**src/rtl/comp_queue_mc.sv**
```systemverilog
`default_nettype none
// ============================================================================
// comp_queue_mc : round-robin merge of NCH completion streams into one
//                 in-order, channel-tagged FIFO.   Revision 1.0
// ============================================================================
module comp_queue_mc #(
  parameter int ADDRW    = 24,
  parameter int QDEPTH   = 32,
  parameter int NCH      = 2,
  parameter int AFULL_TH = 28,
  localparam int CHW     = (NCH > 2) ? $clog2(NCH) : 1,
  localparam int CNTW    = $clog2(QDEPTH) + 1
) (
  input  logic                   clk,
  input  logic                   rst_n,
  input  logic                   flush,
  input  logic [NCH-1:0]         valid_in,
  input  logic [NCH*ADDRW-1:0]   dest_addr_in,
  output logic [NCH-1:0]         ready_out,
  output logic [ADDRW-1:0]       data_out,
  output logic [CHW-1:0]         chan_out,
  output logic                   valid_out,
  input  logic                   ready_in,
  output logic [CNTW-1:0]        count,
  output logic                   almost_full
);

  localparam int PTRW = $clog2(QDEPTH);
  localparam int ENTW = CHW + ADDRW;

  logic [ENTW-1:0]  mem_q [QDEPTH];
  logic [PTRW-1:0]  wr_ptr_q, wr_ptr_d;
  logic [PTRW-1:0]  rd_ptr_q, rd_ptr_d;
  logic [CNTW-1:0]  count_q, count_d;
  logic [CHW-1:0]   rr_ptr_q, rr_ptr_d;

  logic [CHW-1:0]   winner;
  logic [ADDRW-1:0] win_addr;
  logic             found;
  int               arb_idx;
  logic             any_valid, full, empty, push, pop;

  assign any_valid = |valid_in;
  assign full      = (count_q == CNTW'(QDEPTH));
  assign empty     = (count_q == '0);
  assign push      = any_valid && !full && !flush;
  assign pop       = !empty && ready_in && !flush;

  // Scan rr_ptr, rr_ptr+1, ... (mod NCH); first requester wins.
  always_comb begin
    winner  = '0;
    found   = 1'b0;
    arb_idx = 0;
    for (int k = 0; k < NCH; k++) begin
      arb_idx = int'(rr_ptr_q) + k;
      if (arb_idx >= NCH) arb_idx = arb_idx - NCH;
      if (!found && valid_in[CHW'(arb_idx)]) begin
        found  = 1'b1;
        winner = CHW'(arb_idx);
      end
    end
  end

  always_comb begin
    win_addr = '0;
    for (int i = 0; i < NCH; i++) begin
      if (winner == CHW'(i)) win_addr = dest_addr_in[i*ADDRW +: ADDRW];
    end
  end

  for (genvar gi = 0; gi < NCH; gi++) begin : g_ready
    assign ready_out[gi] = !full && !flush && ((winner == CHW'(gi)) || !valid_in[gi]);
  end

  always_comb begin
    wr_ptr_d = wr_ptr_q;
    rd_ptr_d = rd_ptr_q;
    count_d  = count_q;
    rr_ptr_d = rr_ptr_q;
    if (flush) begin
      wr_ptr_d = '0;
      rd_ptr_d = '0;
      count_d  = '0;
    end else begin
      if (push) begin
        wr_ptr_d = wr_ptr_q + 1'b1;
        rr_ptr_d = (winner == CHW'(NCH - 1)) ? '0 : winner + 1'b1;
      end
      if (pop) rd_ptr_d = rd_ptr_q + 1'b1;
      if (push && !pop)      count_d = count_q + 1'b1;
      else if (pop && !push) count_d = count_q - 1'b1;
    end
  end

  always_ff @(posedge clk) begin
    if (!rst_n) begin
      wr_ptr_q <= '0;
      rd_ptr_q <= '0;
      count_q  <= '0;
      rr_ptr_q <= '0;
    end else begin
      wr_ptr_q <= wr_ptr_d;
      rd_ptr_q <= rd_ptr_d;
      count_q  <= count_d;
      rr_ptr_q <= rr_ptr_d;
    end
  end

  // Storage needs no reset: entries are only observable once counted.
  always_ff @(posedge clk) begin
    if (push) mem_q[wr_ptr_q] <= {winner, win_addr};
  end

  assign {chan_out, data_out} = mem_q[rd_ptr_q];
  assign valid_out            = !empty;
  assign count                = count_q;
  assign almost_full          = (count_q >= CNTW'(AFULL_TH));

endmodule
`default_nettype wire

```
**config.mk**
```make
export PLATFORM = sky130hd
export DESIGN_NAME = comp_queue_mc
export DESIGN_NICKNAME = d
export VERILOG_FILES = /design/src/rtl/comp_queue_mc.sv
export SDC_FILE = /design/constraint.sdc
export NUM_CORES = 1
export LEC_CHECK = 0
export BUFFER_PORTS_ARGS = -buffer_cell sky130_fd_sc_hd__buf_2
export CAP_MARGIN = 20
export CORE_ASPECT_RATIO = 0.8
export CORE_MARGIN = 8
export CORE_UTILIZATION = 35
export DETAILED_ROUTE_END_ITERATION = 6
export SYNTH_ARGS = -nofsm -noshare
export SYNTH_HDL_FRONTEND = slang
export SYNTH_SLANG_ARGS = --single-unit
```
**constraint.sdc**
```tcl
create_clock -name clk -period 4.5 [get_ports clk]
set_input_delay 0 -clock clk [delete_from_list [all_inputs] [get_ports clk]]
set_output_delay 0 -clock clk [all_outputs]
set_load 0.005 [all_outputs]
```
==> results of run 1 <==
==> metrics by stage <==
step / area, um2 / std cells / total power, W / setup WS, ns / hold slack [ns]
after detailed placement: 34000 / 2858 / 0.00933 / 1.25 / 0.269
after floorplan: 31900 / 1628 / 0.00896 / 1.71 / 0.0513
final: 36600 / 3005 / 0.0158 / 0.806 / 0.0733
after global placement: 34000 / 2857 / 0.00931 / 1.34 / 0.272
after CTS: 36600 / 3005 / 0.0159 / 0.774 / 0.00639
after global routing: 36600 / 3005 / 0.0162 / 0.650 / 0.103
==> routing by layer <==
layer,global-route usage,wire [um]
met3,0.0312,7600
met5,0,13
met4,0.0395,1860
met1,0.243,37000
met2,0.234,36800
==> sequential cells by signal, indices dropped and copies added, names as in the netlist, named ones only <==
name / count
mem_q: 800
rr_ptr_q: 1
rd_ptr_q: 5
count: 6
wr_ptr_q: 5
==> cell usage after synthesis (all sizes together) (4+ instances only) <==
cell / n / area [um2]
a21oi: 8 / 40.0
a22oi: 150 / 1130
buf: 49 / 245
clkbuf: 43 / 161
dfxtp: 22 / 440
edfxtp: 800 / 24000
ha: 11 / 138
inv: 10 / 37.5
mux2: 24 / 270
mux2i: 202 / 2020
mux4: 100 / 2250
nand2: 17 / 63.8
nand3: 57 / 285
nand4: 26 / 163
nor2: 51 / 191
nor2b: 6 / 37.5
o31ai: 5 / 51.3
or4: 4 / 33.8
==> critical path, delay by kind of cell (launching register included) <==
kind / cells / cell delay (ns)
compound gates: 1 / 0.42
simple gates: 3 / 0.89
buf+inv: 3 / 0.83
flops: 1 / 0.89
==> cell type report <==
type                       instances  share of cell area
timing repair buffer             116              0.0211
sequential                       822               0.668
clock inverter                    36              0.0107
tap                             1212              0.0414
clock buffer                     105              0.0586
multi-input combinational        703               0.199
inverter                          11             0.00113
==> cells by family after synthesis <==
family,share of synthesized area
AOI/OAI and AO/OA,0.0418
xor gates and xnor gates,0.00137
adders and majority gates,0.00494
buffers and inverters,0.0140
DFF,0.767
muxes,0.142
and+or+nand+nor,0.0289
==> timing repair <==
action,CTS,global route
buffers inserted,0,0
endpoints found under the setup margin,0,0
hold buffers,6,0
endpoints found under the hold margin,14,0
==> power groups by stage <==
| stage | Sequential (W) | Combinational [W] | Clock (W) |
|---|---|---|---|
| after global placement | 0.00869 | 0.000627 | 0 |
| after global routing | 0.00853 | 0.000681 | 0.00697 |
| after CTS | 0.00853 | 0.000651 | 0.00670 |
| after detailed placement | 0.00869 | 0.000643 | 0 |
| after floorplan | 0.00868 | 0.000280 | 0 |
| final | 0.00853 | 0.000643 | 0.00660 |
==> how the worst min path moves through the flow <==
stage	cells past startpoint	from	slack (ns)	endpoint
after floorplan	1	valid_in[1]	0.05	ready_out[1]
after global placement	3	valid_in[1]	0.27	ready_out[1]
after detailed placement	3	valid_in[1]	0.27	ready_out[1]
after CTS	5	valid_in[0]	0.006	wr_ptr_q[2]
after global routing	5	valid_in[0]	0.10	wr_ptr_q[1]
final	5	valid_in[0]	0.07	wr_ptr_q[2]
==> reports/qor_table.md, run 1 <==
| Result | Reported | Unit |
|:---|:---|:---|
| Synthesized Nets | 1694 | - |
| Post-synthesis sequential area ratio | 0.767 | - |
| Proportion of synthesized flip-flops having asynchronous set or reset | 0 | - |
| Clock transition at the registers of the reported paths | 0.07 | ns |
| Starting density of the core | 0.351 | - |
| Number of failing setup endpoints in the final timing report | 0 | - |
| Area taken by flip-flops and latches | 24500 | um2 |
| Vias in the first global route | 16.0k | - |
| Clock latency on the worst-skew pair | 0.62 | ns |
| Path class of the lowest-slack min-delay path | in -> reg | - |
| Data required time at the worst endpoint | 4.50 | ns |
| Cell-by-cell trace of the critical path | buf_12 -> nor2_4 -> buf_4 -> a22oi_1 -> nand3_1 -> nand4_1 -> buf_2 | - |
| Number of cells upsized or downsized after cts | 0 | - |
| PwrDens | 430 | nW/um2 |
| Final weighted congestion of routability-driven global placement | 0.810 | - |
| Relative max-transition margin | 0.281 | - |
| Worst Setup Start Kind | flip-flop | - |
| Flip-flop and latch count after synthesis | 822 | - |
| Critical path start-end classification | reg -> out | - |
| Switching power share of the total | 0.209 | - |
| Syn-to-layout area delta | 14.8 | % |
| Maximum number of pins on one net before global-route repair | 78 | - |
| Sw Pwr | 0.00330 | W |
| Area taken by multi-input logic gates | 7300 | um2 |
| First-pass DRT Iterations | 6 | - |
| Post-synthesis instance total | 1628 | - |
| Sinks on Clock Net | 822 | - |
| Total standard cell area after synthesis | 31900 | um2 |
| Root buffer cell | sky130_fd_sc_hd__clkbuf_16 | - |
| Clock period minus worst slack | 3.69 | ns |
| Distinct cells, synth | 46 | - |
| Reg-to-reg critical path endpoint | count[5] | - |
| Final cell utilization of the core | 0.404 | - |
| Setup repair after global routing missed its margin | no | - |
| Post-route DRC violation count | 0 | - |
| Reg2reg setup slack | 1.27 | ns |
| Share of post-route cells with drive strength above 1 | 0.218 | - |
| Startpoint of the worst register-to-register path | count[2] | - |
| First-pass GRT wire length | 118000 | um |
| Share of power burned in the clock network | 0.419 | - |
| Leading cell type in the layout, fill and taps excluded | sky130_fd_sc_hd__edfxtp_1 | - |
| Core outline area | 90800 | um2 |
| DIE WIDTH | 354 | um |
| Critical-path maximum fanout | 50 | - |
| Number of synthesized flops with an enable pin | 800 | - |
| Number of nets in the layout | 1798 | - |
| Max-slew violation total from the final report | 0 | - |
| Final HPWL DP | 50700 | um |
| Max Freq | 271 | MHz |
| Clk buf depth | 3 | - |
| Final Cycle Share | 0.821 | - |
| Warnings, synthesis | 0 | - |
| Avg Inst Size Synth | 19.6 | um2 |
| Worst-path cell with the longest stage delay | sky130_fd_sc_hd__dfxtp_4 | - |
| Detailed Route Iter0 Violations | 1878 | - |
| Grt ovf | 0 | - |
| Filler cells | 7965 | - |
| Setup crit end kind | output pin | - |
| CP Data Arrival Time | 3.69 | ns |
| Count of nets left with antenna violations after detail routing | 0 | - |
| Total clock buffers created by CTS | 78 | - |
| Total via count after detailed routing | 16.6k | - |
| Floorplan die height | 286 | um |
| Count of max-cap constraint violations | 0 | - |
| Number of H-tree levels | 3 | - |
| Die Area | 101000 | um2 |
| Slowest cell delay on critical path | 0.89 | ns |
| Wire length per cell | 27.7 | um |
| Relative contribution of sequential cells to total power | 0.541 | - |
| Initial antenna violation count | 7 | - |
| Outcome | finished clean | - |
| Fin. Hold Viols | 0 | - |
| Layout Skew | 0.0194 | ns |
| Worst slew pin tran | 1.08 | ns |
| Worst reg-to-reg path cell count | 10 | - |
| Wire length after detailed routing | 83200 | um |
| Setup tns final | 0 | ns |
| Commonest non-fill, non-tap cells in the layout | sky130_fd_sc_hd__edfxtp_1 (800), sky130_fd_sc_hd__mux2i_1 (202), sky130_fd_sc_hd__a22oi_1 (150) | - |
| Number of antenna cells inserted | 0 | - |
| Count of buffers from port buffering | 88 | - |
| GR Util All Layers | 0.160 | - |
| Average via count per standard cell | 5.52 | - |
| Most instantiated flip-flop cell in the synthesis netlist | sky130_fd_sc_hd__edfxtp_1 | - |
| Comb power frac | 0.041 | - |
| Largest vdd supply drop | 0.285 | mV |
| Pleak | 10.8 | nW |
| Capture point of the worst path | data_out[20] | - |
| CTS tree | built | - |
| Number of primary I/O pins | 89 | - |
| Design internal power | 0.0125 | W |
| Number of rows in the core area | 99 | - |
(Power assumes the default switching activity.)
==> inputs of run 2 (changes only) <==
clock period = 3.45 ns   (was 4.5 ns; I/O delays follow)
==> run 2 against run 1 <==
Effect of this change: design area increased by 1.4%; highest routed layer unchanged; largest cell class unchanged; core utilization increased by 0.57 points; critical path depth is the same; largest power group unchanged.
==> reports/qor_table.md, run 2 (same netlist as run 1, synthesis figures left out) <==
| Result | Reported | Unit |
|:---|:---|:---|
| Die Area | 101000 | um2 |
| CTS Hold Buffers Added | 7 | - |
| Final Cycle Share | 0.966 | - |
| Clock latency on the worst-skew pair | 0.62 | ns |
| Grt ovf | 0 | - |
| Worst reg-to-reg path cell count | 9 | - |
| Cell-by-cell trace of the critical path | buf_12 -> buf_4 -> mux4_2 -> a22oi_1 -> buf_4 -> nand4_1 -> buf_2 | - |
| Number of primary I/O pins | 89 | - |
| First-pass DRT Iterations | 5 | - |
| Syn-to-layout area delta | 16.4 | % |
| CTS tree | built | - |
| Pleak | 11.2 | nW |
| Worst-path cell with the longest stage delay | sky130_fd_sc_hd__dfxtp_4 | - |
| Starting density of the core | 0.351 | - |
| Power Total | 0.0205 | W |
| Number of nets in the layout | 1859 | - |
| Filler cells | 7906 | - |
| Area taken by flip-flops and latches | 24500 | um2 |
| Number of failing setup endpoints in the final timing report | 0 | - |
| CP Data Arrival Time | 3.33 | ns |
| Area taken by multi-input logic gates | 7300 | um2 |
| Final cell utilization of the core | 0.409 | - |
| Clock transition at the registers of the reported paths | 0.06 | ns |
| Worst slew pin tran | 0.979 | ns |
| Core outline area | 90800 | um2 |
| Switching power share of the total | 0.207 | - |
| Floorplan die height | 286 | um |
| DP Area | 34500 | um2 |
| Outcome | finished clean | - |
| Share of post-route cells with drive strength above 1 | 0.247 | - |
| Post-route DRC violation count | 0 | - |
| Average via count per standard cell | 5.36 | - |
| Number of H-tree levels | 3 | - |
| Sinks on Clock Net | 822 | - |
| Count of buffers from port buffering | 88 | - |
| Design internal power | 0.0162 | W |
| Sw Pwr | 0.00424 | W |
| Critical-path maximum fanout | 23 | - |
| Initial antenna violation count | 5 | - |
| Wire length per cell | 25.9 | um |
| DIE WIDTH | 354 | um |
| Maximum number of pins on one net before global-route repair | 65 | - |
| GR Util All Layers | 0.153 | - |
| Relative max-transition margin | 0.346 | - |
| Slowest cell delay on critical path | 0.57 | ns |
| Count of max-cap constraint violations | 0 | - |
| Worst Slack Setup Final | 0.118 | ns |
| Pre-CTS setup slack | 0.425 | ns |
| Critical path start-end classification | reg -> out | - |
| Layout Skew | 0.0180 | ns |
| Final weighted congestion of routability-driven global placement | 0.791 | - |
| Setup crit end kind | output pin | - |
| Clk buf depth | 3 | - |
| Setup tns final | 0 | ns |
| Max-slew violation total from the final report | 0 | - |
| First-pass GRT wire length | 114000 | um |
| Number of cells upsized or downsized after cts | 0 | - |
| Path class of the lowest-slack min-delay path | in -> reg | - |
| Total clock buffers created by CTS | 79 | - |
| Register name with the most flops | mem_q | - |
| Hold path depth | 5 | - |
| Count of nets left with antenna violations after detail routing | 0 | - |
| Detailed Route Iter0 Violations | 1805 | - |
| Data required time at the worst endpoint | 3.45 | ns |
| Total via count after detailed routing | 16.5k | - |
| Most numerous cell on the critical path | sky130_fd_sc_hd__buf_4 | - |
| Final HPWL DP | 48500 | um |
| Number of rows in the core area | 99 | - |
| Largest vdd supply drop | 0.440 | mV |
| Worst Setup Start Kind | flip-flop | - |
| Vias in the first global route | 16.2k | - |
| Comb power frac | 0.038 | - |
| Share of power burned in the clock network | 0.418 | - |
| Wire length after detailed routing | 79700 | um |
| Commonest non-fill, non-tap cells in the layout | sky130_fd_sc_hd__edfxtp_1 (800), sky130_fd_sc_hd__mux2i_1 (202), sky130_fd_sc_hd__a22oi_1 (150) | - |
| Setup repair after global routing missed its margin | no | - |
| Max Freq | 300 | MHz |
| Leading cell type in the layout, fill and taps excluded | sky130_fd_sc_hd__edfxtp_1 | - |
| Post-route standard cell area excluding fillers | 37200 | um2 |
| Number of flip-flops in the largest register | 800 | - |
| Relative contribution of sequential cells to total power | 0.544 | - |
| PwrDens | 550 | nW/um2 |
| Setup Buffers After CTS | 0 | - |
| Fin. Hold Viols | 0 | - |
| Root buffer cell | sky130_fd_sc_hd__clkbuf_16 | - |
| Clock period minus worst slack | 3.33 | ns |
## run 2: changes by cell type in the layout (fill, tap and decap cells not counted), moves of 3 or more
cell,delta
sky130_fd_sc_hd__buf_4,+54
sky130_fd_sc_hd__clkinv_2,+9
sky130_fd_sc_hd__buf_12,+6
sky130_fd_sc_hd__clkbuf_8,-5
sky130_fd_sc_hd__clkbuf_1,-4
sky130_fd_sc_hd__clkinv_1,-3
sky130_fd_sc_hd__clkinv_4,+3
sky130_fd_sc_hd__diode_2,+3
## run 2: cell type report
cell class	instances	share of cell area
Sequential cell	822	0.659
Timing Repair Buffer	176	0.0345
Tap cell	1212	0.0408
Antenna cell	3	0.000202
Inverter	11	0.00111
Clock inverter	46	0.0122
Multi-Input combinational cell	703	0.196
Clock buffer	97	0.0562
## run 2: routing by layer
layer	share of wire	global-route usage
met5	0.00025	0
met2	0.46	0.238
met3	0.069	0.0271
met1	0.45	0.222
met4	0.020	0.0384
## run 2: critical path: cells and delay by family (launching register included)
kind | cells | cell delay (ns)
buffers and inverters | 4 | 0.93
DFF | 1 | 0.57
muxes | 1 | 0.54
AOI/OAI and AO/OA | 1 | 0.47
and+or+nand+nor | 1 | 0.17
## run 2: final timing paths
path | to | start | slack, ns
worst max-delay path | data_out[5] | flip-flop | 0.12
worst min-delay path | wr_ptr_q[1] | valid_in[0] | 0.05
worst min register to register | flip-flop | rd_ptr_q[4] | 0.51
worst max register to register | count[5] | count[2] | 0.33
## run 2: power by group through the flow
| stage | Combinational [W] | Clock (W) | Sequential [W] |
|---|---|---|---|
| 4_1_cts | 0.000794 | 0.00869 | 0.0111 |
| 3_5_place_dp | 0.000784 | 0 | 0.0113 |
| 5_1_grt | 0.000841 | 0.00903 | 0.0111 |
| 2_1_floorplan | 0.000366 | 0 | 0.0113 |
| 3_3_place_gp | 0.000760 | 0 | 0.0113 |
| 6_report | 0.000784 | 0.00855 | 0.0111 |
## run 2: per-stage QoR
step	hold slack, ns	cells
after floorplan	0.0513	1628
after global placement	0.284	2917
after detailed placement	0.280	2917
after CTS	0.0202	3067
after global routing	0.0871	3067
final	0.0492	3070
